==> config.mk <==
export PLATFORM = sky130hd
export DESIGN_NAME = game_speed_ctrl
export DESIGN_NICKNAME = d
export VERILOG_FILES = /design/src/rtl/game_pkg.sv /design/src/rtl/tick_prescaler.sv /design/src/rtl/game_speed_ctrl.sv
export SDC_FILE = /design/constraint.sdc
export NUM_CORES = 1
export LEC_CHECK = 0
export ABC_AREA = 1
export CAP_MARGIN = 40
export CORE_MARGIN = 2
export CORE_UTILIZATION = 31
export CTS_BUF_LIST = sky130_fd_sc_hd__clkbuf_16
export CTS_CLUSTER_SIZE = 8
export DETAILED_ROUTE_END_ITERATION = 16
export PLACE_DENSITY = 0.55
export SLEW_MARGIN = 25
export SYNTH_ARGS = -nofsm -noshare
export SYNTH_HDL_FRONTEND = slang
export SYNTH_SLANG_ARGS = --single-unit
==> constraint.sdc <==
create_clock -name clk -period 1.9 [get_ports clk]
set_clock_uncertainty 0.05 [all_clocks]
set_input_delay 0.475 -clock clk [delete_from_list [all_inputs] [get_ports clk]]
set_output_delay 0.475 -clock clk [all_outputs]
set_load 0.005 [all_outputs]
==> src/rtl/game_pkg.sv <==
// Shared definitions for the game pacing controller and its neighbours.
package game_pkg;

    typedef enum logic [1:0] {
        ST_IDLE  = 2'b00,
        ST_RUN   = 2'b01,
        ST_PAUSE = 2'b10,
        ST_OVER  = 2'b11
    } state_e;

    localparam logic [1:0] LEVEL_MAX = 2'd3;

    // Divider rate select: level 0 is the slowest (ratio 8), level 3 the fastest (ratio 1).
    function automatic logic [1:0] level_to_rate(input logic [1:0] lvl);
        return ~lvl;
    endfunction

endpackage

==> src/rtl/tick_prescaler.sv <==
// Free-running prescaler with terminal compare; tick is the raw terminal-count strobe.
module tick_prescaler #(
    parameter int unsigned CNT_W = 32
) (
    input  logic             clk,
    input  logic             rst_n,
    input  logic             en,
    input  logic             clr,
    input  logic [CNT_W-1:0] limit,
    output logic             tick
);

    logic [CNT_W-1:0] cnt_q, cnt_d;

    // Left combinational so the owner registers tick and the step count on the same edge.
    assign tick = en && (cnt_q == limit - CNT_W'(1));

    // Clear wins over counting, but does not suppress a terminal tick in the same cycle.
    always_comb begin
        cnt_d = cnt_q;
        if (clr) begin
            cnt_d = '0;
        end else if (tick) begin
            cnt_d = '0;
        end else if (en) begin
            cnt_d = cnt_q + CNT_W'(1);
        end
    end

    // Counter register.
    always_ff @(posedge clk or negedge rst_n) begin
        if (!rst_n) begin
            cnt_q <= '0;
        end else begin
            cnt_q <= cnt_d;
        end
    end

endmodule

==> src/rtl/game_speed_ctrl.sv <==
// Game pacing controller: run/pause/over sequencing, speed level, divider select and step tick.
module game_speed_ctrl
    import game_pkg::*;
#(
    parameter int unsigned BASE_DIV = 1250_0000,
    parameter int unsigned CNT_W    = 32,
    parameter int unsigned STEP_W   = 16
) (
    input  logic              clk,
    input  logic              rst_n,
    input  logic              start,
    input  logic              pause,
    input  logic              level_up,
    input  logic              game_over,
    output logic [1:0]        clk_rate,
    output logic              tick,
    output logic [1:0]        level,
    output logic [1:0]        state,
    output logic [STEP_W-1:0] steps
);

    state_e            state_q, state_d;
    logic [1:0]        level_q, level_d;
    logic [1:0]        rate_q;
    logic              tick_q;
    logic [STEP_W-1:0] steps_q, steps_d;
    logic              restart, cnt_en, cnt_clr, lvl_inc;
    logic              term;
    logic [CNT_W-1:0]  limit;

    // rate_q is ~level delayed by one cycle, so the shift amount is 3 - level.
    assign limit = CNT_W'(BASE_DIV) << rate_q;

    tick_prescaler #(
        .CNT_W (CNT_W)
    ) u_prescaler (
        .clk   (clk),
        .rst_n (rst_n),
        .en    (cnt_en),
        .clr   (cnt_clr),
        .limit (limit),
        .tick  (term)
    );

    // State register.
    always_ff @(posedge clk or negedge rst_n) begin
        if (!rst_n) begin
            state_q <= ST_IDLE;
        end else begin
            state_q <= state_d;
        end
    end

    // Next state; priority game_over > start > pause.
    always_comb begin
        state_d = state_q;
        unique case (state_q)
            ST_IDLE: begin
                if (start) state_d = ST_RUN;
            end
            ST_RUN: begin
                if (game_over)  state_d = ST_OVER;
                else if (start) state_d = ST_RUN;
                else if (pause) state_d = ST_PAUSE;
            end
            ST_PAUSE: begin
                if (game_over)  state_d = ST_OVER;
                else if (start) state_d = ST_RUN;
                else if (pause) state_d = ST_RUN;
            end
            ST_OVER: begin
                if (start) state_d = ST_RUN;
            end
            default: state_d = ST_IDLE;
        endcase
    end

    // Control decode: only the highest-priority input legal in this state takes effect.
    always_comb begin
        restart = 1'b0;
        cnt_en  = 1'b0;
        cnt_clr = 1'b0;
        lvl_inc = 1'b0;
        unique case (state_q)
            ST_IDLE, ST_OVER: begin
                restart = start;
            end
            ST_RUN: begin
                if (game_over) begin
                    restart = 1'b0;
                end else if (start) begin
                    restart = 1'b1;
                end else if (!pause) begin
                    // Saturated level_up falls through to plain counting.
                    cnt_en = 1'b1;
                    if (level_up && (level_q != LEVEL_MAX)) begin
                        lvl_inc = 1'b1;
                        cnt_clr = 1'b1;
                    end
                end
            end
            ST_PAUSE: begin
                restart = !game_over && start;
            end
            default: restart = 1'b0;
        endcase
        if (restart) cnt_clr = 1'b1;
    end

    // Level and step counter next values.
    always_comb begin
        level_d = level_q;
        steps_d = steps_q;
        if (restart) begin
            level_d = '0;
            steps_d = '0;
        end else begin
            if (lvl_inc) level_d = level_q + 2'd1;
            if (term)    steps_d = steps_q + STEP_W'(1);
        end
    end

    // Registered outputs.
    always_ff @(posedge clk or negedge rst_n) begin
        if (!rst_n) begin
            level_q <= '0;
            rate_q  <= 2'b11;
            tick_q  <= 1'b0;
            steps_q <= '0;
        end else begin
            level_q <= level_d;
            rate_q  <= level_to_rate(level_q);
            tick_q  <= term;
            steps_q <= steps_d;
        end
    end

    assign clk_rate = rate_q;
    assign tick     = tick_q;
    assign level    = level_q;
    assign state    = state_q;
    assign steps    = steps_q;

endmodule

==> run summary, run 1 <==
Post-Layout Inst Area - 0.005309 mm2
mux cell area share after synthesis - 0%
outcome - complete, but fails checks
relative slew slack - 71.52%
Yosys warning total - 0
mapped cell area - 0.003933 mm2
worst-path cell chain - nand2_8 > ha_4 > nand2_2 > inv_2 > nor2_2 > nand2_1 > nor2_2 > nand3_4 > nand2_4 > clkbuf_16 > nor2_1
Avg Inst Size Synth - 6.489 um2
Syn Inst Count - 606
Post-Synth Simple-Gate Area - 44.29%
via count - 4,220
crit path time final - 2.130 ns
worst-case clock buffer depth - 2
die height - 116.6 um
DRC - 0
worst setup margin - -0.2304 ns
post-synthesis compound-gate area fraction - 5.282%
gr ovfl total - 0
Final setup viols - 43
all-layer global routing usage - 18.44%
pin count of the biggest net entering global routing - 28
Area growth syn-to-layout - 35.00%
WL/cell - 14.39 um
CTS tree - built
Post-Syn Nets - 618
PwrDens - 956.4 mW/mm2
post-DP HPWL - 9330 um
post-synthesis sequential area ratio - 35.06%
max-cap violations - 0
WP data arrival - 2.27 ns
final hold viol count - 0
max frequency - 469.4 MHz
Synth area leader - dfrtp_1
RSZ-0062 raised after global routing - true
CTS Hold Buffers Added - 0
predominant post-synthesis flop cell - dfrtp_1
Synth top area share - 33.73%
Sink Count - 55
buffers added on ports - 28
final WL - 12,570 um
initial drt markers - 326
Slew Viols, Final - 0
Clock Pin Slew Worst Setup and Hold Paths - 0.07 ns
Critical Path Source Type - flop
Post-Synth XOR/XNOR Area - 4.677%
Synth cell types - 35
crit-path max cell delay - 0.72 ns
Worst Tran Pin Value - 0.4273 ns
Worst IR Drop VDD - 0.0004859 V
most used cell, CP - nor2_2
initial antenna violation count - 0
row count - 41
Layout Utilization - 42.41%
adder-cell share of the synthesized area - 1.909%
Boundary Pins - 29
H-tree levels - 2
global placement routability congestion - 0.9142
Commonest cells post-synth - nand2_1, nor2_1, nand3_1, inv_1, dfrtp_1
leading post-synthesis cells by cell area - dfrtp_1, nand2_1, nor2_1, nand3_1, inv_1
Clk Latency, worst-skew pair - 0.30 ns
failing checks - setup timing
crit path capture type - flop
fin nets - 713
number of synthesized register bits - 55
Buffers & Inverters on Critical Path - 2
CP Data Required Time - 2.04 ns
n_diodes - 0
worst min path class - primary input to async pin
number of synthesized flops with an enable pin - 0
DR vias/cell - 4.828
Top delay family on crit path - simple AND/OR/NAND/NOR gates
Final Cycle Share - 112.1%
Die W - 116.6 um
Initial Util - 31.42%
root buffer cell - clkbuf_16
Pleak - 2.420 nW
Detailed Routing Iterations Pass 1 - 5
CTS Buf Count - 5
most common cell in the netlist - nand2_1
Worst path slowest cell - dfstp_4
Post-DP Area - 0.004941 mm2
ANT nets after route - 0
Crit Path Class - flop to flop
largest fanout on the critical path - 11
core area - 0.01252 mm2
number of global-route vias before repair - 3,898
fraction of registers with async set/reset - 100.0%
layout cell share with drive strength beyond 1 - 16.95%
die area - 0.01360 mm2
main combinational cell family by area after synthesis - simple AND/OR/NAND/NOR gates
global-route wire length before repair - 19,680 um
[per-stage QoR]
stage | hold WS [ns] | total power [mW] | std cells | worst slack (ns) | setup TNS, ns
after floorplan | 0.1294 | 2.734 | 606 | -0.07480 | -0.7403
after global placement | 0.3759 | 3.755 | 857 | -0.2547 | -11.11
after detailed placement | 0.3831 | 3.775 | 857 | -0.2883 | -12.95
after CTS | 0.06589 | 4.771 | 868 | -0.1937 | -7.522
after global routing | 0.07644 | 5.416 | 874 | -0.3444 | -13.49
final | 0.05600 | 5.077 | 874 | -0.2304 | -8.509
[path summary, 6_finish.rpt]
path	end	cells after the start	start	slack, ns
max	u_prescaler.cnt_q[15]	11	clk_rate[0]	-0.23
min	u_prescaler.cnt_q[4]	1	rst_n	0.06
max reg2reg	u_prescaler.cnt_q[15]	11	clk_rate[0]	-0.23
min reg2reg	clk_rate[1]	1	level[1]	0.40
max in group asynchronous	clk_rate[1]	2	rst_n	1.19
min in group clk	clk_rate[1]	1	level[1]	0.40
[state kept, by name, summed over array words and instances (netlist names)]
signal,count
u_prescaler.cnt_q,32
steps,16
clk_rate,2
level,2
state,2
tick,1
[kinds of logic after synthesis]
family | count (synthesis)
compound gates | 37
xor+xnor | 21
fa+ha+maj | 6
buf+inv | 79
flops | 55
simple gates | 408
[layout by cell type, fill, tap and decap left out, types with 8 or more instances in the layout]
| cell | n |
|---|---|
| buf_6 | 8 |
| nand3_1 | 63 |
| nor2_1 | 104 |
| clkdlybuf4s50_1 | 24 |
| o21ai_0 | 19 |
| inv_1 | 58 |
| buf_4 | 57 |
| xor2_1 | 18 |
| nor3_1 | 13 |
| nand2_1 | 183 |
| dfrtp_1 | 53 |
| nand4_1 | 17 |
[where the power goes]
part           internal, mW  switching, mW  total [mW]
registers              1.38          0.269        1.65
clock network         0.477          0.442       0.919
logic                  1.22           1.28        2.50
[area by class of cell]
| cell class | count | area, um2 |
|---|---|---|
| clock buffers | 5 | 125.1 |
| clock inverters | 3 | 11.26 |
| fillers | 1319 | 7208 |
| inverters | 64 | 259.0 |
| multi-input cells | 472 | 2321 |
| flip-flops and latches | 55 | 1383 |
| well taps | 172 | 215.2 |
| repair buffers | 102 | 987.2 |
| repair inverters | 1 | 7.507 |
[what timing repair did]
item                       CTS  global route
buffers inserted             3             2
pin swaps                    5             9
setup endpoints to repair   46            52
gates resized for setup     14            27
cloned                       1             4
[per-layer routing]
layer	vias to the layer above	track usage, %	part of all wire [%]
met5	-	0	0
met4	0	5.490	2.1
met3	14	1.920	5.1
met2	132	28.91	45
met1	1945	26.86	48
li1	2129	-	-
[worst reg2reg max path, stage by stage (launching register included)]
cell       delay [ns]
dfstp_4          0.72
nand2_8          0.08
ha_4             0.25
nand2_2          0.07
inv_2            0.05
nor2_2           0.08
nand2_1          0.07
nor2_2           0.17
nand3_4          0.13
nand2_4          0.13
clkbuf_16        0.17
nor2_1           0.05
(Power assumes the default switching activity.)
==> run 2, diff against run 1 <==
Settings changed: CORE_ASPECT_RATIO from default to 0.7.
==> run 2 against run 1 <==
  * The flow still finishes with violations (setup timing)
  * Worst setup slack improved by 0.086 ns
  * Sequential cell count unchanged
  * Worst hold slack improved by 0.065 ns
  * Register-to-register slack improved by 0.09 ns
  * Critical path type unchanged
  * Highest routed layer unchanged
  * Largest power group unchanged
  * Via count increased by 1.6%
==> run summary, run 2 (synthesis results as in run 1) <==
pin count of the biggest net entering global routing - 56
total negative setup slack - -4.186 ns
worst r2r src - clk_rate[1]
global placement routability congestion - 0.9378
gr ovfl total - 0
layout cell share with drive strength beyond 1 - 21.66%
area occupied by multi-input gates - 0.002455 mm2
Clock Pin Slew Worst Setup and Hold Paths - 0.07 ns
final hold viol count - 0
Clk Latency, worst-skew pair - 0.30 ns
pre-CTS setup slack - -0.3581 ns
global-route wire length before repair - 19,750 um
Pleak - 2.464 nW
WP data arrival - 2.18 ns
H-tree levels - 2
n_diodes - 0
die height - 98.24 um
Boundary Pins - 29
row count - 34
DRC - 0
Worst path slowest cell - dfstp_2
worst setup margin - -0.1444 ns
CP Data Required Time - 2.04 ns
commonest non-fill, non-tap cell in the layout - nand2_1
Detailed Routing Iterations Pass 1 - 5
worst-path cell chain - inv_8 > nand2_8 > buf_4 > nand2_1 > nand2_1 > nand2_1 > inv_1 > nand2_2 > nor2_4 > nand3_4 > nand2_4 > clkbuf_16 > nor2_1
WL/cell - 14.21 um
crit path time final - 2.044 ns
Worst IR Drop VDD - 0.0005651 V
relative slew slack - 70.32%
buffers added on ports - 28
post-DP HPWL - 9306 um
Final setup viols - 43
Reg2Reg Depth - 13
most used cell, CP - nand2_1
max FFs per register - 32
core area - 0.01242 mm2
Worst Tran Pin Value - 0.4419 ns
CTS tree - built
worst reg2reg path endpoint - u_prescaler.cnt_q[6]
final WL - 12,410 um
max frequency - 489.1 MHz
number of global-route vias before repair - 3,872
failing checks - setup timing
Fill cells - 1,261
Sink Count - 55
ANT nets after route - 0
Critical Path Source Type - flop
outcome - complete, but fails checks
Initial Util - 31.66%
RSZ-0062 raised after global routing - true
PwrDens - 984.7 mW/mm2
fin nets - 722
Area growth syn-to-layout - 40.34%
largest fanout on the critical path - 11
initial drt markers - 402
CTS Buf Count - 5
crit path capture type - flop
flop-to-flop setup slack - -0.14 ns
CTS Hold Buffers Added - 0
Biggest register - u_prescaler.cnt_q
Final Cycle Share - 107.6%
all-layer global routing usage - 17.95%
die area - 0.01362 mm2
root buffer cell - clkbuf_16
Die W - 138.6 um
final hold slack - 0.1212 ns
total power - 5.435 mW
initial antenna violation count - 0
most frequent cells in the layout - nand2_1, nor2_1, buf_4
via count - 4,286
Crit Path Class - flop to flop
Slew Viols, Final - 0
FF+latch area - 0.001379 mm2
max-cap violations - 0
worst-case clock buffer depth - 2
crit-path max cell delay - 0.65 ns
worst min path class - primary input to async pin
DR vias/cell - 4.910
## run 2: per-stage QoR
stage / cells / area, um2 / util [%]
finish: 873 / 5519 / 44.43
global route: 873 / 5519 / 44.43
CTS: 866 / 5238 / 42.16
detailed placement: 854 / 4943 / 39.80
global placement: 854 / 4943 / 39.80
floorplan: 606 / 4000 / -
## run 2: worst max path at each step
stage                 from                    end  slack (ns)  cells past startpoint
6_report       clk_rate[1]   u_prescaler.cnt_q[6]       -0.14                     13
5_1_grt        clk_rate[1]  u_prescaler.cnt_q[15]       -0.24                     11
4_1_cts        clk_rate[1]  u_prescaler.cnt_q[22]       -0.11                     12
3_5_place_dp     game_over  u_prescaler.cnt_q[19]       -0.36                      9
3_3_place_gp     game_over  u_prescaler.cnt_q[19]       -0.33                      9
2_1_floorplan  clk_rate[1]              steps[10]       -0.07                     14
## run 2: repair_timing
action / 4_1_cts / 5_1_grt
gates resized for setup: 14 / 59
setup endpoints to repair: 47 / 51
setup buffers: 4 / 5
cloned: 0 / 2
pin swaps: 0 / 11
## run 2: report_power, final
| group | internal (mW) | switching [mW] |
|---|---|---|
| clock | 0.756 | 0.445 |
| sequential | 1.38 | 0.259 |
| combinational | 1.26 | 1.33 |
| total | 3.40 | 2.04 |
## run 2: critical path, delay by kind of cell, from the launching register on
family                 cells  cell delay [ns]
buffers and inverters      4             0.44
DFF                        1             0.65
and+or+nand+nor            9             0.78
## run 2: cell type report
type	count	share of cell area, %
clock buffer	5	2.267
clock inverter	3	1.224
inverter	64	4.693
multi-input combinational	472	44.48
sequential	55	24.98
tap	162	3.673
timing repair buffer	112	18.68
## run 2: layer usage
| layer | up-vias | wire (um) | GRT usage [%] |
|---|---|---|---|
| met5 | - | 0 | 0 |
| met4 | 0 | 101 | 2.564 |
| met3 | 8 | 929 | 2.452 |
| met2 | 154 | 4986 | 24.94 |
| met1 | 1974 | 6390 | 29.54 |
| li1 | 2150 | - | - |
==> run 3, diff against run 2 <==
Settings changed: CORE_MARGIN 2 to 4, RECOVER_POWER from default to 50.
==> run 3 against run 2 <==
  * The flow still finishes with violations (setup timing)
  * Routed wire length is 3.2% higher
  * Combinational power about the same
  * Clock power is 22% lower
  * Utilization fell by 1.8 points
  * Sequential power barely moved
  * Via count is 1.8% lower
  * Worst hold slack improved by 0.19 ns
  * Critical path depth decreased by 2
  * Sequential share of layout area rose by 1.1 points
  * Die area rose by 7.1%
  * Global-route usage is 0.18 points lower
  * Critical path type unchanged
  * Largest cell class unchanged
==> run summary, run 3 (synthesis results as in run 1) <==
Die W - 142.6 um
crit path time final - 2.116 ns
row count - 34
final cell count without fillers - 860
Biggest register - u_prescaler.cnt_q
Critical Path Source Type - flop
total power - 5.168 mW
CTS Hold Buffers Added - 0
Post-Layout Inst Area - 0.005299 mm2
Detailed Routing Iterations Pass 1 - 5
DR vias/cell - 4.893
all-layer global routing usage - 17.77%
layout cell share with drive strength beyond 1 - 17.62%
CTS tree - built
global-route wire length before repair - 20,620 um
commonest non-fill, non-tap cell in the layout - nand2_1
worst min path class - primary input to async pin
gr ovfl total - 0
Placed Cells - 839
total negative setup slack - -7.550 ns
DRC - 0
failing checks - setup timing
CTS Buf Count - 5
CP Data Required Time - 2.04 ns
root buffer cell - clkbuf_16
Final setup viols - 45
Worst Tran Pin Value - 1.095 ns
die height - 102.2 um
initial antenna violation count - 0
core area - 0.01242 mm2
Area growth syn-to-layout - 34.74%
fin nets - 709
Boundary Pins - 29
pin count of the biggest net entering global routing - 38
buffers added on ports - 28
worst-case clock buffer depth - 2
Pleak - 2.397 nW
PwrDens - 975.3 mW/mm2
max FFs per register - 32
max-cap violations - 0
Post-DP Area - 0.004868 mm2
die area - 0.01458 mm2
H-tree levels - 2
number of global-route vias before repair - 3,942
global placement routability congestion - 0.9175
most frequent cells in the layout - nand2_1, nor2_1, nand3_1
RSZ-0062 raised after global routing - true
WP data arrival - 2.25 ns
Initial Util - 31.66%
Slew Viols, Final - 0
largest fanout on the critical path - 11
max frequency - 472.7 MHz
post-DP HPWL - 9441 um
Final Cycle Share - 111.4%
Sink Count - 55
final hold viol count - 0
Clk Latency, worst-skew pair - 0.30 ns
n_diodes - 0
outcome - complete, but fails checks
relative slew slack - 26.99%
Clock Pin Slew Worst Setup and Hold Paths - 0.07 ns
final WL - 12,800 um
Crit Path Class - flop to flop
ANT nets after route - 0
WL/cell - 14.88 um
initial drt markers - 411
Worst IR Drop VDD - 0.0006415 V
via count - 4,208
worst setup margin - -0.2157 ns
crit path capture type - flop
run 3: cell count changes in the layout (fill, tap and decap cells not counted), sizes merged, moves of 2 or more:
cell	change
buf	-14
bufinv	-2
clkinv	+2
clkdlybuf4s50	-3
clkbuf	+2
run 3: final timing paths:
path / start / end / slack, ns / depth (start not counted)
hold reg to reg: level[1] / clk_rate[1] / 0.41 / 1
min in group clk: level[1] / clk_rate[1] / 0.41 / 1
max in group asynchronous: rst_n / state[1] / 0.23 / 2
hold / removal: rst_n / steps[4] / 0.31 / 1
setup / recovery: clk_rate[0] / u_prescaler.cnt_q[3] / -0.22 / 11
setup reg to reg: clk_rate[0] / u_prescaler.cnt_q[3] / -0.22 / 11
run 3: critical path: stages (launching register included):
cell and delay (ns):
dfstp_2 0.55, buf_12 0.14, nand2_8 0.05, ha_4 0.28, o21ai_1 0.07, nor2_1 0.09, nand2_1 0.08, nor2_2 0.17
nand3_4 0.16, nand2_4 0.13, clkbuf_16 0.18, nor2_1 0.05
run 3: cell type report:
| type | count | area (um2) |
|---|---|---|
| Clock buffer | 5 | 125.1 |
| Clock inverter | 3 | 15.01 |
| Fill cell | 1295 | 7123 |
| Inverter | 64 | 255.2 |
| Multi-Input combinational cell | 473 | 2390 |
| Sequential cell | 55 | 1381 |
| Tap cell | 162 | 202.7 |
| Timing Repair Buffer | 98 | 929.6 |
run 3: routing by layer:
layer  routed length [um]  global-route usage, %
met5                    0                      0
met4                   81                  2.922
met3                  989                  3.555
met2                 5057                  24.42
met1                 6672                  28.62
run 3: timing repair:
item                                   4_1_cts  5_1_grt
gates cloned                                 2        2
setup endpoints to repair                   48       51
pin swaps                                    5       15
endpoints found under the hold margin        0        0
gates resized for setup                     22       33
setup buffers                                4        5
run 3: through the flow:
step	util [%]	hold WS [ns]	setup slack [ns]
global route	42.66	0.4071	-0.3134
CTS	41.39	0.09712	-0.1804
global placement	39.19	0.3774	-0.3001
finish	42.66	0.3074	-0.2157
detailed placement	39.19	0.3824	-0.3869
floorplan	-	0.1294	-0.07480
run 3: report_power, final:
group / switching (mW) / internal [mW]
logic: 1.33 / 1.24
clock network: 0.457 / 0.482
registers: 0.277 / 1.38
total: 2.06 / 3.11
